--- src/rtl/mem_reader_pkg.sv ---
// Shared types and sizing for the memory read-side burst master.
package mem_reader_pkg;

  typedef enum logic [1:0] {
    IDLE  = 2'd0,
    READ  = 2'd1,
    DRAIN = 2'd2
  } state_t;

  localparam int unsigned FIFO_DEPTH = 2;
  localparam int unsigned CNTW       = $clog2(FIFO_DEPTH + 1);

endpackage

--- src/rtl/mem_reader_fifo.sv ---
// Two-entry return FIFO of {last, data}; entry 0 is the registered head.
module mem_reader_fifo
  import mem_reader_pkg::*;
#(
  parameter int unsigned DATAW = 8
) (
  input  logic             clk,
  input  logic             rst_n,
  input  logic             push,
  input  logic [DATAW-1:0] push_data,
  input  logic             push_last,
  input  logic             pop,
  output logic [CNTW-1:0]  count,
  output logic             valid,
  output logic [DATAW-1:0] head_data,
  output logic             head_last
);

  logic [DATAW-1:0] tail_data;
  logic             tail_last;
  logic             pop_ok_c;
  logic             push_ok_c;
  logic [CNTW-1:0]  count_next_c;

  // A push into a full FIFO is only legal alongside a pop.
  always_comb begin
    pop_ok_c     = pop && (count != '0);
    push_ok_c    = push && ((count < CNTW'(FIFO_DEPTH)) || pop_ok_c);
    count_next_c = count + CNTW'(push_ok_c) - CNTW'(pop_ok_c);
  end

  always_ff @(posedge clk or negedge rst_n) begin
    if (!rst_n) begin
      count     <= '0;
      valid     <= 1'b0;
      head_data <= '0;
      head_last <= 1'b0;
      tail_data <= '0;
      tail_last <= 1'b0;
    end else begin
      count <= count_next_c;
      valid <= (count_next_c != '0);
      if (pop_ok_c) begin
        if (count == CNTW'(2)) begin
          head_data <= tail_data;
          head_last <= tail_last;
        end else if (push_ok_c) begin
          head_data <= push_data;
          head_last <= push_last;
        end
      end else if (push_ok_c && count == '0) begin
        head_data <= push_data;
        head_last <= push_last;
      end
      if (push_ok_c && ((count == CNTW'(1) && !pop_ok_c) || (count == CNTW'(2) && pop_ok_c))) begin
        tail_data <= push_data;
        tail_last <= push_last;
      end
    end
  end

endmodule

--- src/rtl/mem_reader.sv ---
// Burst read master: issues sequential reads to a 1-cycle-latency memory
// and returns the words as a valid/ready stream with a last marker.
module mem_reader
  import mem_reader_pkg::*;
#(
  parameter int unsigned DATAW = 8,
  parameter int unsigned DEPTH = 512,
  parameter int unsigned ADDRW = $clog2(DEPTH),
  parameter int unsigned LENW  = ADDRW + 1
) (
  input  logic             clk,
  input  logic             rst_n,
  input  logic             req_valid,
  output logic             req_ready,
  input  logic [ADDRW-1:0] req_addr,
  input  logic [LENW-1:0]  req_len,
  output logic [ADDRW-1:0] mem_raddr,
  input  logic [DATAW-1:0] mem_rdata,
  output logic             o_valid,
  input  logic             o_ready,
  output logic [DATAW-1:0] o_data,
  output logic             o_last,
  output logic             busy
);

  state_t          state;
  state_t          state_next;
  logic [LENW-1:0] remaining;
  logic            inflight;
  logic            last_inflight;
  logic [CNTW-1:0] count;
  logic            pop_c;
  logic            issue_c;
  logic            accept_c;
  logic [2:0]      pending_c;
  logic [ADDRW-1:0] addr_inc_c;

  // Words held or on their way back; a new read needs a free FIFO slot.
  always_comb begin
    pop_c      = o_valid && o_ready;
    pending_c  = 3'(count) + 3'(inflight) - 3'(pop_c);
    addr_inc_c = (mem_raddr == ADDRW'(DEPTH - 1)) ? '0 : mem_raddr + ADDRW'(1);
  end

  always_comb begin
    state_next = state;
    issue_c    = 1'b0;
    accept_c   = 1'b0;
    unique case (state)
      IDLE: begin
        if (req_valid) begin
          accept_c = 1'b1;
          if (req_len != '0) state_next = READ;
        end
      end
      READ: begin
        if (pending_c < 3'd2) begin
          issue_c = 1'b1;
          if (remaining == LENW'(1)) state_next = DRAIN;
        end
      end
      DRAIN: begin
        if (count == '0 && !inflight) state_next = IDLE;
      end
      default: state_next = IDLE;
    endcase
  end

  always_ff @(posedge clk or negedge rst_n) begin
    if (!rst_n) begin
      state     <= IDLE;
      req_ready <= 1'b1;
      busy      <= 1'b0;
    end else begin
      state     <= state_next;
      req_ready <= (state_next == IDLE);
      busy      <= (state_next != IDLE);
    end
  end

  // mem_raddr doubles as the burst address pointer, so the issue cycle
  // already presents the address and data returns in the following cycle.
  always_ff @(posedge clk or negedge rst_n) begin
    if (!rst_n) begin
      mem_raddr     <= '0;
      remaining     <= '0;
      inflight      <= 1'b0;
      last_inflight <= 1'b0;
    end else begin
      inflight      <= issue_c;
      last_inflight <= issue_c && (remaining == LENW'(1));
      if (accept_c) begin
        mem_raddr <= req_addr;
        remaining <= req_len;
      end else if (issue_c) begin
        mem_raddr <= addr_inc_c;
        remaining <= remaining - LENW'(1);
      end
    end
  end

  mem_reader_fifo #(
    .DATAW(DATAW)
  ) u_fifo (
    .clk      (clk),
    .rst_n    (rst_n),
    .push     (inflight),
    .push_data(mem_rdata),
    .push_last(last_inflight),
    .pop      (o_ready),
    .count    (count),
    .valid    (o_valid),
    .head_data(o_data),
    .head_last(o_last)
  );

endmodule

--- config.mk ---
export PLATFORM = sky130hd
export DESIGN_NAME = mem_reader
export DESIGN_NICKNAME = d
export VERILOG_FILES = /design/src/rtl/mem_reader_pkg.sv /design/src/rtl/mem_reader_fifo.sv /design/src/rtl/mem_reader.sv
export SDC_FILE = /design/constraint.sdc
export NUM_CORES = 1
export LEC_CHECK = 0
export CAP_MARGIN = 10
export CORE_ASPECT_RATIO = 1.75
export CORE_UTILIZATION = 30
export DETAILED_ROUTE_END_ITERATION = 8
export RECOVER_POWER = 50
export SLEW_MARGIN = 20
export SYNTH_ARGS = -nofsm -noshare
export SYNTH_HDL_FRONTEND = slang
export SYNTH_SLANG_ARGS = --single-unit
--- constraint.sdc ---
create_clock -name clk -period 3.4 [get_ports clk]
set_input_delay 0.34 -clock clk [delete_from_list [all_inputs] [get_ports clk]]
set_output_delay 0.34 -clock clk [all_outputs]
set_load 0.01 [all_outputs]
==> metrics.txt, run 1 <==
# TYPE chip_impl_metric gauge
chip_impl_info{name="result_of_the_run",value="complete, but fails checks"} 1
chip_impl_info{name="failed_checks",value="max-capacitance violations, max-slew violations"} 1
chip_impl_metric{name="per_cell_via_count_in_the_routed_design",unit=""} 5.191
chip_impl_info{name="min_path_type",value="reg2reg"} 1
chip_impl_metric{name="first_global_vias",unit=""} 1963
chip_impl_metric{name="synth_seq_cells",unit=""} 46
chip_impl_metric{name="synth_top_area_share",unit="%"} 45.87
chip_impl_metric{name="groute.layer.met3.usage",unit="%"} 2.151
chip_impl_info{name="rsz0062_at_grt",value="no"} 1
chip_impl_info{name="synth_area_leaders",value="dfrtp_1 (46%), mux2_2 (5.0%), o21ai_0 (4.9%), mux2i_1 (4.1%), nand2_1 (3.8%)"} 1
chip_impl_metric{name="worst_slew_margin_rel",unit="%"} -63.34
chip_impl_metric{name="core_area",unit="um2"} 7909
chip_impl_info{name="endpoint_of_the_worst_hold_path",value="u_fifo.head_data[5]"} 1
chip_impl_metric{name="post_route_cells_drive_above_1_share",unit="%"} 11.64
chip_impl_info{name="cts_root_buf",value="clkbuf_16"} 1
chip_impl_metric{name="synth_area_per_cell",unit="um2"} 10.31
chip_impl_metric{name="max_slew.worst_pin.slew",unit="ns"} 2.450
chip_impl_metric{name="antenna-diode-count",unit=""} 0
chip_impl_metric{name="fin_worst_skew",unit="ns"} 0.007097
chip_impl_metric{name="dr_total_vias",unit=""} 1983
chip_impl_metric{name="height_of_the_die",unit="um"} 121.7
chip_impl_metric{name="worst_ir_drop_vdd",unit="V"} 0.0002981
chip_impl_metric{name="finalCriticalPeriod",unit="ns"} 2.805
chip_impl_metric{name="area_growth",unit="%"} 31.04
chip_impl_metric{name="drv_cap",unit=""} 1
chip_impl_info{name="synth_top_area_cell",value="dfrtp_1"} 1
chip_impl_metric{name="synth_area",unit="um2"} 2455
chip_impl_info{name="timing.critical_path.from_type",value="primary input"} 1
chip_impl_metric{name="critical_path.max_fanout",unit=""} 8
chip_impl_metric{name="post_layout_nonfiller_instances",unit=""} 382
chip_impl_metric{name="ant_nets",unit=""} 0
chip_impl_metric{name="setup_tns",unit="ns"} 0
chip_impl_metric{name="netlist-cell-type-count",unit=""} 52
chip_impl_metric{name="met2_use_gr",unit="%"} 24.40
chip_impl_metric{name="share_of_the_cycle_needed_by_the_critical_path_after_routing",unit="%"} 82.49
chip_impl_metric{name="initial_core_utilization",unit="%"} 31.04
chip_impl_metric{name="remaining_drc_errors",unit=""} 0
chip_impl_metric{name="place.detailed.hpwl",unit="mm"} 4.034
chip_impl_metric{name="grt_start_max_net_pins",unit=""} 47
chip_impl_info{name="synth_top_flop_cell",value="dfrtp_1"} 1
chip_impl_metric{name="ctsHoldBuffers",unit=""} 0
chip_impl_metric{name="cts.htree.levels",unit=""} 2
chip_impl_info{name="gr-max-usage-layer",value="met2"} 1
chip_impl_metric{name="synth_enable_flop_cells",unit=""} 0
chip_impl_metric{name="global_route.usage.total",unit="%"} 13.36
chip_impl_metric{name="critical_path_required",unit="ns"} 3.58
chip_impl_metric{name="power-per-cell-area",unit="nW/um2"} 916.3
chip_impl_metric{name="routed_wirelength",unit="mm"} 5.418
chip_impl_metric{name="share_of_async_settable_or_async_resettable_flops_after_synthesis",unit="%"} 100.0
chip_impl_metric{name="grt.overflow.total",unit=""} 0
chip_impl_metric{name="grt.met1_usage",unit="%"} 14.97
chip_impl_metric{name="num-nets-final",unit=""} 330
chip_impl_metric{name="post_cts_resized",unit=""} 0
chip_impl_metric{name="r2r.worst_path.cells",unit=""} 9
chip_impl_info{name="tritoncts",value="done"} 1
chip_impl_metric{name="post-place-cells",unit=""} 374
chip_impl_info{name="reg2reg_to",value="remaining[9]"} 1
chip_impl_metric{name="portBuffers",unit=""} 51
chip_impl_metric{name="ys.warnings.count",unit=""} 0
chip_impl_info{name="netlist_top_cells_count",value="dfrtp_1 (45), nand2_1 (25), o21ai_0 (24)"} 1
chip_impl_metric{name="firstDrtPassIters",unit=""} 4
chip_impl_metric{name="die-width",unit="um"} 70.38
chip_impl_metric{name="clkLatencyLatePin",unit="ns"} 0.28
chip_impl_info{name="path_class",value="in2reg"} 1
chip_impl_metric{name="crit_arrival",unit="ns"} 2.98
chip_impl_metric{name="reg2reg_setup_slack",unit="ns"} 0.76
chip_impl_metric{name="worstHoldPathCells",unit=""} 2
chip_impl_metric{name="final_setup_fails",unit=""} 0
chip_impl_info{name="critPathCaptureType",value="register"} 1
chip_impl_metric{name="final-hold-violation-count",unit=""} 0
chip_impl_info{name="critical_path.reg2reg.startpoint",value="u_fifo.count[0]"} 1
chip_impl_metric{name="syn_nets",unit=""} 277
chip_impl_metric{name="antenna_found_initial",unit=""} 0
chip_impl_metric{name="die_area",unit="um2"} 8563
chip_impl_metric{name="cts_buffers",unit=""} 5
chip_impl_metric{name="placementRows",unit=""} 43
chip_impl_metric{name="post_cts.repair.setup_buffers",unit=""} 0
chip_impl_metric{name="tritoncts_num_sinks",unit=""} 46
chip_impl_info{name="min_from",value="u_fifo.head_data[5]"} 1
chip_impl_metric{name="leakagePower",unit="nW"} 1.350
chip_impl_metric{name="drt_iter0_markers",unit=""} 92
chip_impl_metric{name="synth.yosys.seq_area_share",unit="%"} 46.94
chip_impl_metric{name="wl_per_cell",unit="um"} 14.18
chip_impl_metric{name="wire_length_of_the_first_global_routing_pass",unit="mm"} 9.142
chip_impl_metric{name="ioPinCount",unit=""} 52
chip_impl_metric{name="synth_cells",unit=""} 238
chip_impl_metric{name="maxSlewViolCount",unit=""} 47
chip_impl_info{name="post-synth-top-count-cell",value="dfrtp_1"} 1
chip_impl_metric{name="place_congestion",unit=""} 0.7859
chip_impl_metric{name="cts_max_path_buffers",unit=""} 2
chip_impl_metric{name="max_freq",unit="MHz"} 356.6
chip_impl_metric{name="clkTransAtPathRegs",unit="ns"} 0.07
-- cells in the final DEF (no fill, tap or decap), types with 7 or more instances in the layout --
master / netlist / layout
dfrtp_1: 45 / 45
clkdlybuf4s50_1: 0 / 40
nand2_1: 25 / 25
o21ai_0: 24 / 24
nor2_1: 13 / 13
mux2_2: 11 / 11
mux2i_1: 10 / 10
dlygate4sd3_1: 0 / 10
inv_1: 9 / 9
xnor2_1: 8 / 8
a31oi_1: 8 / 8
ha_1: 7 / 7
-- metal layers --
| metal | wire length (um) | share of wire (%) |
|---|---|---|
| met1 | 2148 | 40 |
| met2 | 2974 | 55 |
| met3 | 184 | 3.4 |
| met4 | 110 | 2.0 |
| met5 | 0 | 0 |
-- worst max path at each step --
stage / endpoint / start / cells past startpoint
3_3_place_gp: remaining[9] / o_ready / 10
2_1_floorplan: remaining[9] / u_fifo.valid / 8
5_1_grt: mem_raddr[0] / o_ready / 10
6_report: remaining[9] / o_ready / 10
3_5_place_dp: mem_raddr[0] / o_ready / 10
4_1_cts: mem_raddr[0] / o_ready / 10
-- registers in the layout, indices dropped and copies added, names as in the netlist, 2 cells and up --
signal and count:
state 2, u_fifo.head_data 8, u_fifo.count 2, mem_raddr 9
u_fifo.tail_data 8, remaining 10
-- cell families (layout without fill, tap and decap cells) --
family / Yosys count / count (layout) / synth area share [%]
buf+inv: 19 / 73 / 3.211
mux: 21 / 21 / 9.124
fa+ha+maj: 8 / 8 / 4.383
xor+xnor: 9 / 9 / 3.517
flops: 46 / 46 / 46.94
simple gates: 77 / 77 / 17.94
compound gates: 58 / 58 / 14.88
-- power breakdown --
group / internal [mW] / total [mW] / switching (mW)
Clock: 0.292 / 0.497 / 0.205
Combinational: 0.697 / 1.40 / 0.698
Sequential: 0.803 / 1.06 / 0.253
Total: 1.79 / 2.95 / 1.16
-- area by class of cell --
class,instances,area [um2]
Clock buffer,7,142.6
Clock inverter,1,5.005
Fill cell,810,4692
Inverter,9,33.78
Multi-Input combinational cell,173,1229
Sequential cell,46,1152
Tap cell,90,112.6
Timing Repair Buffer,56,541.8
-- metrics by stage --
step / util, % / power, mW / hold slack (ns) / setup slack, ns / cell area, um2
finish: 40.67 / 2.948 / 0.4719 / 0.5955 / 3217
global route: 40.67 / 3.184 / 0.5067 / 0.3860 / 3217
CTS: 40.69 / 3.006 / 0.2925 / 0.5821 / 3218
detailed placement: 38.82 / 2.501 / 0.4694 / 0.2903 / 3070
global placement: 38.82 / 2.454 / 0.4611 / 0.3360 / 3070
floorplan: - / 1.944 / 0.04441 / 0.8764 / 2455
-- critical path: stages --
cell             delay, ns
clkdlybuf4s50_1       0.46
and2_1                0.19
ha_1                  0.26
nand2b_1              0.15
fa_1                  0.55
nand3b_1              0.27
nor4_2                0.22
buf_4                 0.17
a31oi_1               0.09
o31a_1                0.29
No activity file was read; power rests on OpenSTA's default activity.
==> run 2: changes to the inputs <==
- clock period: 3.4 -> 2.5 ns (I/O delays scaled with it)
==> run 2 against run 1 <==
Net effect: sequential cell count did not move; global-route usage grew 0.82 points; the run now ends clean; clock power up 28%; setup slack lost 0.59 ns; largest power group unchanged; highest routed layer unchanged; die area unchanged; clock skew barely moved; hold slack better by 0.0070 ns.
==> metrics.txt, run 2 (synthesized netlist as in run 1, its figures left out) <==
# TYPE chip_impl_metric gauge
chip_impl_metric{name="power-per-cell-area",unit="nW/um2"} 1354
chip_impl_info{name="timing.critical_path.from",value="u_fifo.valid"} 1
chip_impl_info{name="rsz0062_at_grt",value="yes"} 1
chip_impl_metric{name="height_of_the_die",unit="um"} 121.7
chip_impl_info{name="min_path_type",value="reg2reg"} 1
chip_impl_info{name="commonest_cells_after_routing_fill_and_taps_aside",value="dfrtp_1 (45), clkdlybuf4s50_1 (45), nand2_1 (24), buf_4 (21), o21ai_0 (20)"} 1
chip_impl_info{name="reg2reg_to",value="remaining[6]"} 1
chip_impl_metric{name="cts.htree.levels",unit=""} 2
chip_impl_metric{name="die-width",unit="um"} 70.38
chip_impl_metric{name="seq_power_share",unit="%"} 29.9
chip_impl_metric{name="core_area",unit="um2"} 7909
chip_impl_metric{name="number_of_flip_flops_under_the_largest_register_name",unit=""} 10
chip_impl_metric{name="max_slew.worst_pin.slew",unit="ns"} 1.071
chip_impl_metric{name="antenna_found_initial",unit=""} 0
chip_impl_metric{name="worst_ir_drop_vdd",unit="V"} 0.0005527
chip_impl_metric{name="first_global_vias",unit=""} 2070
chip_impl_info{name="critPathCaptureType",value="register"} 1
chip_impl_metric{name="register_area",unit="um2"} 1152
chip_impl_info{name="timing.critical_path.from_type",value="register"} 1
chip_impl_metric{name="place_congestion",unit=""} 0.8040
chip_impl_metric{name="footprint_of_the_multi_input_gates",unit="um2"} 1360
chip_impl_metric{name="hold_slack",unit="ns"} 0.4790
chip_impl_metric{name="clkTransAtPathRegs",unit="ns"} 0.06
chip_impl_metric{name="drv_cap",unit=""} 0
chip_impl_metric{name="ioPinCount",unit=""} 52
chip_impl_metric{name="final-hold-violation-count",unit=""} 0
chip_impl_metric{name="fillerInstances",unit=""} 771
chip_impl_metric{name="leakagePower",unit="nW"} 1.491
chip_impl_metric{name="per_cell_via_count_in_the_routed_design",unit=""} 5.084
chip_impl_info{name="critPathCapture",value="remaining[6]"} 1
chip_impl_metric{name="area_growth",unit="%"} 42.97
chip_impl_metric{name="num-nets-final",unit=""} 352
chip_impl_metric{name="clkLatencyLatePin",unit="ns"} 0.29
chip_impl_metric{name="switching_power",unit="mW"} 1.869
chip_impl_metric{name="placementRows",unit=""} 43
chip_impl_info{name="max_flop_register",value="remaining"} 1
chip_impl_metric{name="share_of_the_cycle_needed_by_the_critical_path_after_routing",unit="%"} 99.78
chip_impl_metric{name="finalCriticalPeriod",unit="ns"} 2.495
chip_impl_metric{name="grt.overflow.total",unit=""} 0
chip_impl_metric{name="critical_path_required",unit="ns"} 2.67
chip_impl_metric{name="wire_length_of_the_first_global_routing_pass",unit="mm"} 9.611
chip_impl_info{name="cts_root_buf",value="clkbuf_16"} 1
chip_impl_metric{name="initial_core_utilization",unit="%"} 31.04
chip_impl_info{name="path_class",value="reg2reg"} 1
chip_impl_metric{name="ant_nets",unit=""} 0
chip_impl_info{name="reg.largest.list",value="remaining: 10 flops, mem_raddr: 9 flops"} 1
chip_impl_metric{name="reg2reg_setup_slack",unit="ns"} 0.005
chip_impl_metric{name="critical_path.max_fanout",unit=""} 3
chip_impl_metric{name="switching_share",unit="%"} 39.34
chip_impl_metric{name="firstDrtPassIters",unit=""} 4
chip_impl_metric{name="maxSlewViolCount",unit=""} 0
chip_impl_metric{name="worst_slew_margin_rel",unit="%"} 28.61
chip_impl_metric{name="crit_arrival",unit="ns"} 2.67
chip_impl_metric{name="die_area",unit="um2"} 8563
chip_impl_metric{name="power.clock.fraction",unit="%"} 13.4
chip_impl_metric{name="grt_start_max_net_pins",unit=""} 25
chip_impl_metric{name="global_route.usage.total",unit="%"} 14.19
chip_impl_info{name="critical_path.reg2reg.startpoint",value="u_fifo.valid"} 1
chip_impl_metric{name="wl_per_cell",unit="um"} 14.56
chip_impl_metric{name="r2r.worst_path.cells",unit=""} 11
chip_impl_info{name="tritoncts",value="done"} 1
chip_impl_info{name="critical_path_cell_with_the_highest_stage_delay",value="fa_1"} 1
chip_impl_info{name="path_common_cell",value="buf_6"} 1
chip_impl_info{name="result_of_the_run",value="finished, final reports clean"} 1
chip_impl_metric{name="place.detailed.hpwl",unit="mm"} 4.279
chip_impl_metric{name="routed_wirelength",unit="mm"} 5.883
chip_impl_info{name="path_cells",value="and2_4, ha_4, nand2b_4, fa_1, buf_6, buf_6, nand4b_1, nor4_1, buf_4, xnor2_2, o21ai_1"} 1
chip_impl_metric{name="antenna-diode-count",unit=""} 0
chip_impl_metric{name="remaining_drc_errors",unit=""} 0
chip_impl_metric{name="fin_worst_skew",unit="ns"} 0.006858
chip_impl_metric{name="drt_iter0_markers",unit=""} 81
chip_impl_metric{name="power.internal",unit="mW"} 2.882
chip_impl_metric{name="post_route_cells_drive_above_1_share",unit="%"} 21.34
chip_impl_metric{name="slowest_delay",unit="ns"} 0.52
chip_impl_metric{name="final_setup_fails",unit=""} 0
chip_impl_metric{name="portBuffers",unit=""} 51
chip_impl_metric{name="max_freq",unit="MHz"} 400.9
chip_impl_metric{name="tritoncts_num_sinks",unit=""} 46
chip_impl_metric{name="cts_buffers",unit=""} 5
chip_impl_metric{name="dr_total_vias",unit=""} 2054
chip_impl_metric{name="p_comb_share",unit="%"} 56.8
chip_impl_metric{name="final_util",unit="%"} 44.38
chip_impl_metric{name="cts_max_path_buffers",unit=""} 2
## run 2: cell count changes in the layout (fill, tap and decap cells not counted), moves of 3 or more
cell,previous run,this run
clkdlybuf4s50_1,40,45
o21ai_0,24,20
buf_4,5,21
xnor2_2,0,3
dlygate4sd3_1,10,5
xnor2_1,8,5
o21ai_1,0,4
buf_6,0,3
## run 2: final cells by class
type	instances	share of cell area (%)
Multi-Input combinational cell	173	38.75
Sequential cell	46	32.83
Timing Repair Buffer	78	20.29
Clock buffer	6	3.672
Tap cell	90	3.209
Inverter	9	0.9626
Clock inverter	2	0.2852
## run 2: stage by stage
step           setup TNS [ns]  power [mW]  std cells  area [um2]  setup slack [ns]
3_3_place_gp           -6.267       3.602        389        3192           -0.3759
4_1_cts               -0.1559       4.444        400        3388          -0.07875
3_5_place_dp           -6.850       3.652        389        3192           -0.4265
6_report                    0       4.752        404        3510          0.005489
5_1_grt               -0.7606       5.123        404        3510           -0.1120
2_1_floorplan               0       2.669        238        2464           0.03040
## run 2: power by group through the flow
stage	clock, mW	sequential [mW]	combinational (mW)
after global placement	0	1.39	2.21
after global routing	0.685	1.47	2.97
after floorplan	0	1.42	1.25
after detailed placement	0	1.40	2.25
after CTS	0.657	1.40	2.39
final	0.635	1.42	2.70
## run 2: worst min-delay path by stage
stage	startpoint	to	slack [ns]	cells past startpoint
after floorplan	rst_n	busy	-0.05	0
after global placement	rst_n	u_fifo.head_data[2]	0.24	1
after detailed placement	rst_n	u_fifo.head_data[7]	0.23	1
after CTS	rst_n	u_fifo.head_data[7]	0.46	2
after global routing	u_fifo.tail_data[1]	u_fifo.tail_data[1]	0.53	1
final	u_fifo.head_data[3]	u_fifo.head_data[3]	0.48	2
## run 2: repair_timing
action / in CTS / in global routing
hold endpoints to repair: 18 / 0
pin swaps: 5 / 15
hold buffers: 1 / 0
gates resized for setup: 9 / 20
endpoints found under the setup margin: 13 / 20
setup buffers: 2 / 4
## run 2: routing by layer
metal,up-vias,track usage (%),routed length [um]
met1,995,15.26,2333
met3,7,2.399,193
met4,0,6.500,109
li1,1010,-,-
met2,42,26.49,3246
met5,-,0,0
## run 2: worst max-delay path: cells and delay by family, from the launching register on
kind | cells | cell delay, ns
XOR/XNOR | 1 | 0.10
buffers and inverters | 3 | 0.36
AND/OR/NAND/NOR | 4 | 0.74
AO/OA/AOI/OAI | 1 | 0.08
adder cells (fa/ha/maj) | 2 | 0.72
flip-flops | 1 | 0.38
==> run 3: changes to the inputs <==
- SLEW_MARGIN: 20 -> default
==> results of run 3 <==
Final layout, timing and power as in run 2 (identical DEF).
